**config.mk**
```make
export PLATFORM = sky130hd
export DESIGN_NAME = itlb_refill_ctrl_flat
export DESIGN_NICKNAME = d
export VERILOG_FILES = /design/src/rtl/itlb_refill_ctrl_pkg.sv /design/src/rtl/itlb_refill_ctrl_if.sv /design/src/rtl/itlb_refill_ctrl.sv /design/src/flat_wrapper.sv
export SDC_FILE = /design/constraint.sdc
export NUM_CORES = 1
export LEC_CHECK = 0
export ABC_CLOCK_PERIOD_IN_PS = 2000
export CORE_MARGIN = 2
export CORE_UTILIZATION = 40
export DETAILED_ROUTE_END_ITERATION = 10
export GPL_ROUTABILITY_DRIVEN = 0
export PLACE_DENSITY = 0.79
export SLEW_MARGIN = 15
export SYNTH_ARGS = -nofsm -noshare
export SYNTH_HDL_FRONTEND = slang
export SYNTH_SLANG_ARGS = --single-unit
```
**constraint.sdc**
```tcl
create_clock -name clk -period 2 [get_ports clk]
set_clock_uncertainty 0.2 [all_clocks]
set_input_delay 0.3 -clock clk [delete_from_list [all_inputs] [get_ports clk]]
set_output_delay 0.3 -clock clk [all_outputs]
set_load 0.03 [all_outputs]
```
**src/rtl/itlb_refill_ctrl_pkg.sv**
```systemverilog
// Shared Sv32 ITLB constants and the refill controller state encoding.
package itlb_refill_ctrl_pkg;

    localparam int unsigned IDX_W = 5;   // 32 ITLB entries, matches ilru
    localparam int unsigned VPN_W = 20;  // Sv32 virtual page number
    localparam int unsigned PPN_W = 22;  // Sv32 physical page number
    localparam int unsigned CNT_W = 8;   // response timeout counter width

    typedef enum logic [2:0] {
        StIdle     = 3'd0,
        StVictim   = 3'd1,
        StCapture  = 3'd2,
        StReq      = 3'd3,
        StWaitResp = 3'd4,
        StDrain    = 3'd5,
        StWrite    = 3'd6,
        StDone     = 3'd7
    } refill_state_e;

endpackage

```
**src/rtl/itlb_refill_ctrl_if.sv**
```systemverilog
// Page-table walker port: request handshake plus single-cycle response pulse.
interface itlb_refill_ctrl_if;
    import itlb_refill_ctrl_pkg::*;

    logic             req_valid;
    logic             req_ready;
    logic [VPN_W-1:0] req_vpn;
    logic             resp_valid;
    logic [PPN_W-1:0] resp_ppn;
    logic             resp_fault;

    // master: refill controller, slave: PTW arbiter port
    modport master (
        output req_valid, req_vpn,
        input  req_ready, resp_valid, resp_ppn, resp_fault
    );
    modport slave (
        input  req_valid, req_vpn,
        output req_ready, resp_valid, resp_ppn, resp_fault
    );

endinterface

```
**src/rtl/itlb_refill_ctrl.sv**
```systemverilog
// ITLB miss sequencer: victim query, PTW walk, entry install and LRU touch.
// Every output is decoded from state or held registers, never from inputs.
module itlb_refill_ctrl
    import itlb_refill_ctrl_pkg::*;
#(
    parameter int unsigned Timeout = 255  // WAIT_RESP cycles before forced fault (1..255)
) (
    input  logic                       clk,
    input  logic                       rst,
    input  logic                       lkp_valid,
    input  logic                       lkp_hit,
    input  logic [IDX_W-1:0]           lkp_hit_idx,
    input  logic [VPN_W-1:0]           lkp_vpn,
    input  logic                       flush,
    output logic                       lru_access,
    output logic [IDX_W-1:0]           lru_addr_acc,
    output logic                       lru_compare,
    input  logic [IDX_W-1:0]           lru_victim,
    itlb_refill_ctrl_if.master         ptw,
    output logic                       tlb_we,
    output logic [IDX_W-1:0]           tlb_widx,
    output logic [VPN_W-1:0]           tlb_wvpn,
    output logic [PPN_W-1:0]           tlb_wppn,
    output logic                       busy,
    output logic                       refill_done,
    output logic                       refill_fault
);

    // Timeout fires in the cycle where the incremented count would reach Timeout.
    localparam logic [CNT_W-1:0] TimeoutLast = CNT_W'(Timeout - 1);

    refill_state_e    state_q, state_d;
    logic [VPN_W-1:0] vpn_q, vpn_d;
    logic [IDX_W-1:0] victim_q, victim_d;
    logic [PPN_W-1:0] ppn_q, ppn_d;
    logic [CNT_W-1:0] cnt_q, cnt_d;
    logic             touch_q, touch_d;
    logic [IDX_W-1:0] touch_idx_q, touch_idx_d;
    logic             fault_q, fault_d;

    // State and capture registers with synchronous reset.
    always_ff @(posedge clk) begin
        if (rst) begin
            state_q     <= StIdle;
            vpn_q       <= '0;
            victim_q    <= '0;
            ppn_q       <= '0;
            cnt_q       <= '0;
            touch_q     <= 1'b0;
            touch_idx_q <= '0;
            fault_q     <= 1'b0;
        end else begin
            state_q     <= state_d;
            vpn_q       <= vpn_d;
            victim_q    <= victim_d;
            ppn_q       <= ppn_d;
            cnt_q       <= cnt_d;
            touch_q     <= touch_d;
            touch_idx_q <= touch_idx_d;
            fault_q     <= fault_d;
        end
    end

    // Next-state, capture and one-shot pulse decisions.
    always_comb begin
        state_d     = state_q;
        vpn_d       = vpn_q;
        victim_d    = victim_q;
        ppn_d       = ppn_q;
        cnt_d       = cnt_q;
        touch_d     = 1'b0;
        touch_idx_d = touch_idx_q;
        fault_d     = 1'b0;
        case (state_q)
            StIdle: begin
                if (lkp_valid) begin
                    if (lkp_hit) begin
                        touch_d     = 1'b1;
                        touch_idx_d = lkp_hit_idx;
                    end else begin
                        vpn_d   = lkp_vpn;
                        state_d = StVictim;
                    end
                end
            end
            StVictim: state_d = flush ? StIdle : StCapture;
            StCapture: begin
                if (flush) begin
                    state_d = StIdle;
                end else begin
                    victim_d = lru_victim;
                    state_d  = StReq;
                end
            end
            StReq: begin
                if (ptw.req_ready) begin
                    // Once accepted a response is owed, so a flush must drain it.
                    cnt_d   = '0;
                    state_d = flush ? StDrain : StWaitResp;
                end else if (flush) begin
                    state_d = StIdle;
                end
            end
            StWaitResp: begin
                cnt_d = cnt_q + 1'b1;
                if (flush) begin
                    // A response arriving with the flush is already consumed.
                    state_d = ptw.resp_valid ? StIdle : StDrain;
                end else if (ptw.resp_valid) begin
                    if (ptw.resp_fault) begin
                        fault_d = 1'b1;
                        state_d = StIdle;
                    end else begin
                        ppn_d   = ptw.resp_ppn;
                        state_d = StWrite;
                    end
                end else if (cnt_q == TimeoutLast) begin
                    fault_d = 1'b1;
                    state_d = StDrain;
                end
            end
            StDrain: if (ptw.resp_valid) state_d = StIdle;
            StWrite: state_d = StDone;
            StDone:  state_d = StIdle;
            default: state_d = StIdle;
        endcase
    end

    // Registered-source output decode.
    always_comb begin
        lru_compare   = (state_q == StVictim);
        lru_access    = touch_q || (state_q == StWrite);
        lru_addr_acc  = (state_q == StWrite) ? victim_q : (touch_q ? touch_idx_q : '0);
        ptw.req_valid = (state_q == StReq);
        ptw.req_vpn   = vpn_q;
        tlb_we        = (state_q == StWrite);
        tlb_widx      = victim_q;
        tlb_wvpn      = vpn_q;
        tlb_wppn      = ppn_q;
        busy          = (state_q != StIdle);
        refill_done   = (state_q == StDone);
        refill_fault  = fault_q;
    end

endmodule
```
**src/flat_wrapper.sv**
```systemverilog
// flat-port wrapper written by rule: the top's interface ports become plain ports
module itlb_refill_ctrl_flat import itlb_refill_ctrl_pkg::*;
#(
    parameter int unsigned Timeout = 255                                                  
)
  (clk, rst, lkp_valid, lkp_hit, lkp_hit_idx, lkp_vpn, flush, lru_access, lru_addr_acc, lru_compare, lru_victim, tlb_we, tlb_widx, tlb_wvpn, tlb_wppn, busy, refill_done, refill_fault, ptw_req_valid, ptw_req_vpn, ptw_req_ready, ptw_resp_valid, ptw_resp_ppn, ptw_resp_fault);
  itlb_refill_ctrl_if ptw_i ();
  input  logic clk;
  input  logic rst;
  input  logic lkp_valid;
  input  logic lkp_hit;
  input  logic [IDX_W-1:0] lkp_hit_idx;
  input  logic [VPN_W-1:0] lkp_vpn;
  input  logic flush;
  output logic lru_access;
  output logic [IDX_W-1:0] lru_addr_acc;
  output logic lru_compare;
  input  logic [IDX_W-1:0] lru_victim;
  output logic tlb_we;
  output logic [IDX_W-1:0] tlb_widx;
  output logic [VPN_W-1:0] tlb_wvpn;
  output logic [PPN_W-1:0] tlb_wppn;
  output logic busy;
  output logic refill_done;
  output logic refill_fault;
  output wire logic [$bits(ptw_i.req_valid)-1:0] ptw_req_valid;
  output wire logic [$bits(ptw_i.req_vpn)-1:0] ptw_req_vpn;
  input wire logic [$bits(ptw_i.req_ready)-1:0] ptw_req_ready;
  input wire logic [$bits(ptw_i.resp_valid)-1:0] ptw_resp_valid;
  input wire logic [$bits(ptw_i.resp_ppn)-1:0] ptw_resp_ppn;
  input wire logic [$bits(ptw_i.resp_fault)-1:0] ptw_resp_fault;
  assign ptw_req_valid = ptw_i.req_valid;
  assign ptw_req_vpn = ptw_i.req_vpn;
  assign ptw_i.req_ready = ptw_req_ready;
  assign ptw_i.resp_valid = ptw_resp_valid;
  assign ptw_i.resp_ppn = ptw_resp_ppn;
  assign ptw_i.resp_fault = ptw_resp_fault;
  itlb_refill_ctrl #(.Timeout(Timeout)) u_core (.clk(clk), .rst(rst), .lkp_valid(lkp_valid), .lkp_hit(lkp_hit), .lkp_hit_idx(lkp_hit_idx), .lkp_vpn(lkp_vpn), .flush(flush), .lru_access(lru_access), .lru_addr_acc(lru_addr_acc), .lru_compare(lru_compare), .lru_victim(lru_victim), .ptw(ptw_i), .tlb_we(tlb_we), .tlb_widx(tlb_widx), .tlb_wvpn(tlb_wvpn), .tlb_wppn(tlb_wppn), .busy(busy), .refill_done(refill_done), .refill_fault(refill_fault));
endmodule
```
==> results of run 1 <==
==> critical path, stage by stage, from the launching register on <==
cell and delay [ns]:
dfxtp_4 0.37, nand2b_4 0.14, or2_4 0.29, inv_6 0.10
nand2_2 0.05, nand2_2 0.06, buf_6 0.13
==> cell usage in the layout, fill, tap and decap left out, types with 3 or more instances in the layout <==
master	synthesis	routed
a21oi_1	50	50
buf_12	0	3
buf_4	21	15
buf_6	3	5
clkbuf_8	0	9
clkdlybuf4s50_1	0	126
clkinv_2	0	3
dfxtp_1	65	62
dfxtp_4	0	3
dlygate4sd2_1	0	3
mux2i_1	10	10
nand2_1	98	88
nand2_2	0	9
nand3_1	11	11
nand4_1	3	3
nor2_1	23	23
nor3_1	3	3
nor3b_1	3	3
o21ai_0	6	6
==> layout make-up <==
class / instances / area (um2)
Inverter: 4 / 20.0
Tap cell: 96 / 120
Timing Repair Buffer: 153 / 1520
Multi-Input combinational cell: 242 / 1290
Clock buffer: 9 / 124
Clock inverter: 7 / 47.5
Sequential cell: 65 / 1310
Fill cell: 613 / 2400
==> cells by family after synthesis <==
logic type	after synthesis	share of synthesized area [%]
simple gates	165	26.9
flops	65	46.0
compound gates	63	11.9
buf+inv	46	9.91
mux	12	4.34
fa+ha+maj	2	0.885
==> routing by layer <==
layer | vias up | wire length [um] | track usage (%) | part of all wire [%]
li1 | 1409 | - | - | -
met1 | 1303 | 3210 | 22.3 | 42
met2 | 89 | 3910 | 35.5 | 51
met3 | 4 | 510 | 6.79 | 6.7
met4 | 0 | 31 | 2.89 | 0.40
met5 | - | 0 | 0 | 0
==> what timing repair did <==
item / 4_1_cts / 5_1_grt
hold endpoints to repair: 0 / 0
endpoints found under the setup margin: 10 / 5
gates resized for setup: 11 / 13
pin swaps: 0 / 6
hold buffers: 0 / 0
buffers inserted: 0 / 1
==> power by group through the flow <==
| stage | registers [mW] | clock network [mW] | logic [mW] |
|---|---|---|---|
| CTS | 1.50 | 1.00 | 1.22 |
| finish | 1.51 | 0.968 | 1.22 |
| global placement | 1.52 | 0 | 1.20 |
| floorplan | 1.61 | 0 | 0.673 |
| global route | 1.53 | 1.06 | 1.32 |
| detailed placement | 1.53 | 0 | 1.22 |
==> state kept, by name (all words and copies together) (netlist names) <==
register / count
u_core.touch_q: 1
u_core.refill_fault: 1
u_core.ptw.req_vpn: 20
u_core.cnt_q: 8
u_core.tlb_widx: 5
u_core.tlb_wppn: 22
u_core.state_q: 3
u_core.touch_idx_q: 5
==> synth_stat cells (all sizes together) <==
library cell / number / area, um2
nand2: 98 / 368
dfxtp: 65 / 1300
a21oi: 50 / 250
buf: 29 / 216
nor2: 23 / 86.3
clkbuf: 13 / 48.8
nand3: 11 / 55.1
mux2i: 10 / 100
o21ai: 6 / 30.0
nor3: 5 / 41.3
nor3b: 5 / 47.5
inv: 4 / 15.0
nand2b: 3 / 18.8
nand4: 3 / 18.8
and2: 2 / 12.5
and3: 2 / 12.5
ha: 2 / 25.0
mux2: 2 / 22.5
nor4: 2 / 12.5
nor4b: 2 / 17.5
or2: 2 / 12.5
a211o: 1 / 8.76
a211oi: 1 / 7.51
a22oi: 1 / 7.51
a31oi: 1 / 6.26
a41oi: 1 / 8.76
and4: 1 / 8.76
and4bb: 1 / 12.5
nand3b: 1 / 7.51
nand4b: 1 / 8.76
nor2b: 1 / 6.26
o211ai: 1 / 7.51
o311a: 1 / 10.0
or3: 1 / 6.26
or3b: 1 / 8.76
==> worst max-delay path by stage <==
stage / to / slack, ns / from
after global routing: lru_addr_acc[2] / -0.06 / u_core.state_q[0]$_SDFFE_PP0P_
after global placement: refill_done / 0.11 / u_core.state_q[1]$_SDFFE_PP0P_
after floorplan: lru_addr_acc[0] / 0.02 / u_core.state_q[0]$_SDFFE_PP0P_
final: lru_addr_acc[2] / 0.02 / u_core.state_q[0]$_SDFFE_PP0P_
after CTS: lru_addr_acc[0] / 0.003 / u_core.state_q[0]$_SDFFE_PP0P_
after detailed placement: ptw_req_valid / 0.05 / u_core.state_q[1]$_SDFFE_PP0P_
==> through the flow <==
stage	util (%)	hold WS, ns	setup TNS, ns
after floorplan	-	0.236	0
after global placement	61.4	0.242	0
after detailed placement	61.4	0.246	0
after CTS	64.1	0.252	0
after global routing	64.9	0.269	-0.217
final	64.9	0.255	0
==> metrics, run 1 <==
clk sinks 65; Die W 88.1 um; largest net degree at the start of global routing 31; R2R cell count 5; Antenna diodes 0; sequential power share between 40% and 50%; Hold Path Class flop to flop; Tmin final ~2.0 ns; Hold Crit Endpoint u_core.tlb_wppn[20]$_SDFFE_PP0P_; syn_nets 415; Yosys warning total 0; post-DR wirelength/cell 13.3 um; fin crit share a little under 100%; Worst Path Required 1.50 ns; DIE AREA a little under 8000 um2; total iterations of the first detailed-routing run 4; Std-Cell Rows 30; Internal roughly 2.4 mW; H-tree levels 3; Bufs on Longest Clock Path 2; Mapped Cells between 300 and 400; Die Y approximately 88 um; CP Launch Type flop; post-synthesis sequential area ratio 46.0%; status completed; gr ovfl total 0; Net Switching about 1.3 mW; drt total wl ~7.7 mm; Iteration-0 DRC Markers 70; sw frac 35.1%; ANT nets after route 0; DRC 0; Gate power share about 33%; final net count around 540; share of cells above drive strength 1 a little over an eighth; Max Clk Rate roughly 500 MHz; cell area power density between 800 and 900 nW/um2; Initial Utilization between 40% and 50%; Final Max Slew Viols 0; reg2reg start u_core.state_q[0]$_SDFFE_PP0P_; routed vias/inst approximately 4.9; Num CTS Buffers 9; fin cells 576; first-pass GRT wire length 12.0 mm; mean post-synth cell area 8.01 um2; endpoint type of the worst setup path output port; core area 6830 um2; Max rail drop VDD 667 uV; WHS Path Cells 2; CTS tree yes; Power Total about 3.7 mW; Leak around 1.6 nW; Final Setup Violations 0; IO Count 139; worst slew margin relative to its limit between 50% and 60%; clk slew on worst S/H paths about 0.07 ns; register bit total from synthesis 65; cell count after placement between 500 and 600; fin area approximately 4400 um2; Tightest Pin Transition about 0.61 ns; number of buffers added on ports approximately 140; Clk pwr share 26.1%; reg2reg end u_core.state_q[0]$_SDFFE_PP0P_; Mapped Area about 2800 um2; post-DP HPWL approximately 5.6 mm; Cell variety after synth 41; DP Area roughly 4200 um2; CTS root buf clkbuf_8; maximum fanout along the worst path 7; initial antenna violation count 0; Total GRT Usage between 10% and 20%; Post-Place Setup Slack 0.0484 ns; via count about 2.8k; max cap viols 0; worst skew pair latency 0.33 ns; Hold Startpoint u_core.tlb_wppn[20]$_SDFFE_PP0P_; crit path kind flop to output port; RSZ-0062 raised after global routing true; fin worst setup slack around 0.02 ns; Fin. Hold Viols 0; number of global-route vias before repair around 2.7k; reg2reg setup slack around 0.10 ns; Syn-to-layout area delta 56.7%; Worst Path Arrival 1.48 ns
Power figures use the tool's default switching activity.
==> inputs of run 2 (changes only) <==
Settings changed: MAX_ROUTING_LAYER from default to met4.
==> metrics, run 2 (synthesized netlist as in run 1, its figures left out) <==
Bufs on Longest Clock Path 2 (unchanged); Net Switching 1.30 mW (about the same); Post-Place Setup Slack 0.0484 ns (unchanged); total iterations of the first detailed-routing run 4 (unchanged); final net count 537 (unchanged); CP Launch Type flop; post-DR wirelength/cell 13.3 um (about the same); Antenna diodes 0 (unchanged); cell count after placement 559 (unchanged); endpoint type of the worst setup path output port; worst skew pair latency 0.33 ns (about the same); R2R cell count 5 (unchanged); H-tree levels 3 (unchanged); Final Max Slew Viols 0 (unchanged); number of global-route vias before repair 2,712 (-0.037%); routed vias/inst 4.86 (-0.29%); DIE AREA 7760 um2 (unchanged); multi-input logic area 1290 um2 (unchanged); fin worst setup slack 0.0213 ns (+0.00162 ns); RSZ-0062 raised after global routing true; initial antenna violation count 0 (unchanged); Iteration-0 DRC Markers 84 (+20%); Tmin final 1.98 ns (-0.00162 ns); DRC 0 (unchanged); Die Y 88.1 um (unchanged); core area 6830 um2 (unchanged); Std-Cell Rows 30 (unchanged); Total GRT Usage 20.0% (+0.60 points); final core utilization 64.9% (unchanged); Clk pwr share 26.1% (about the same); gr ovfl total 0 (unchanged); number of buffers added on ports 138 (unchanged); Hold Path Class flop to flop; largest net degree at the start of global routing 31 (unchanged); clk sinks 65 (unchanged); Critical Path End lru_addr_acc[2]; sw frac 35.1% (about the same); Gate power share 33.1% (about the same); clk slew on worst S/H paths 0.07 ns (about the same); cell area power density 835 nW/um2 (about the same); fin crit share 98.9% (about the same); status completed; drt total wl 7.67 mm (about the same); Num CTS Buffers 9 (unchanged); ANT nets after route 0 (unchanged); Max Clk Rate 505 MHz (about the same); register area 1310 um2 (unchanged); max cap viols 0 (unchanged); fin cells 576 (unchanged); maximum fanout along the worst path 7 (unchanged); crit path kind flop to output port; most common cell after layout, fill and taps aside clkdlybuf4s50_1; Worst Path Arrival 1.48 ns (about the same); DP Area 4190 um2 (unchanged); Final Setup Violations 0 (unchanged); share of cells above drive strength 1 13.3% (unchanged); post-DP HPWL 5.61 mm (unchanged); Worst Path Required 1.50 ns (about the same); Fin. Hold Viols 0 (unchanged); CTS tree yes; Syn-to-layout area delta 56.7% (unchanged); CTS root buf clkbuf_8; Largest register FFs 22 (unchanged); via count 2,797 (-0.29%); hold_buf cts 0 (unchanged); Max rail drop VDD 667 uV (about the same); leading cell types in the layout, fill and taps excluded clkdlybuf4s50_1 (126), nand2_1 (88), dfxtp_1 (62); Power Total 3.70 mW (about the same); worst setup path start u_core.state_q[0]$_SDFFE_PP0P_; reg2reg setup slack 0.11 ns (about the same); TNS Setup 0 ns (unchanged); IO Count 139 (unchanged); Initial Utilization 41.4% (unchanged); Tightest Pin Transition 0.609 ns (+0.000299 ns); fin area 4430 um2 (unchanged); Die W 88.1 um (unchanged); worst slew margin relative to its limit 59.4% (about the same); reg2reg start u_core.state_q[0]$_SDFFE_PP0P_; hold_ws 0.255 ns (unchanged); sequential power share 40.8% (about the same); first-pass GRT wire length 12.0 mm (unchanged); Internal 2.40 mW (about the same); Leak 1.64 nW (unchanged); reg2reg end u_core.state_q[0]$_SDFFE_PP0P_; WHS Path Cells 2 (unchanged); Fill cells 613 (unchanged)
## run 2: cell counts in the layout (fill, tap and decap cells not counted)
No cell type changed its count.
## run 2: timing repair
action,CTS,global route
resized for setup,11,13
setup buffers,0,1
pin swaps,0,6
endpoints found under the setup margin,10,5
## run 2: how the worst min path moves through the flow
stage	startpoint	endpoint	slack, ns
final	u_core.tlb_wppn[20]$_SDFFE_PP0P_	u_core.tlb_wppn[20]$_SDFFE_PP0P_	0.25
after global routing	rst	u_core.state_q[1]$_SDFFE_PP0P_	0.27
after CTS	rst	u_core.state_q[1]$_SDFFE_PP0P_	0.25
after floorplan	ptw_resp_ppn[16]	u_core.tlb_wppn[16]$_SDFFE_PP0P_	0.24
after global placement	u_core.tlb_wppn[7]$_SDFFE_PP0P_	u_core.tlb_wppn[7]$_SDFFE_PP0P_	0.24
after detailed placement	u_core.tlb_wppn[3]$_SDFFE_PP0P_	u_core.tlb_wppn[3]$_SDFFE_PP0P_	0.25
## run 2: power groups by stage
stage | Sequential, mW | Combinational (mW) | Clock (mW)
after floorplan | 1.61 | 0.673 | 0
after global placement | 1.52 | 1.20 | 0
after global routing | 1.53 | 1.32 | 1.06
final | 1.51 | 1.22 | 0.967
after detailed placement | 1.53 | 1.22 | 0
after CTS | 1.50 | 1.22 | 1.00
## run 2: final cells by class
type                            instances  area share (%)
Tap cell                               96            2.71
Clock buffer                            9            2.80
Sequential cell                        65            29.6
Clock inverter                          7            1.07
Timing Repair Buffer                  153            34.3
Multi-Input combinational cell        242            29.0
Inverter                                4           0.452
## run 2: critical path: stages, from the launching register on
cell	delay (ns)
dfxtp_4	0.37
nand2b_4	0.14
or2_4	0.29
inv_6	0.10
nand2_2	0.06
nand2_2	0.06
buf_6	0.13
## run 2: layer usage
layer / GRT usage [%] / up-vias / routed length, um
met3: 6.31 / 4 / 479
met4: 2.89 / 0 / 31
li1: - / 1406 / -
met5: - / - / 0
met1: 22.6 / 1296 / 3250
met2: 35.5 / 91 / 3900
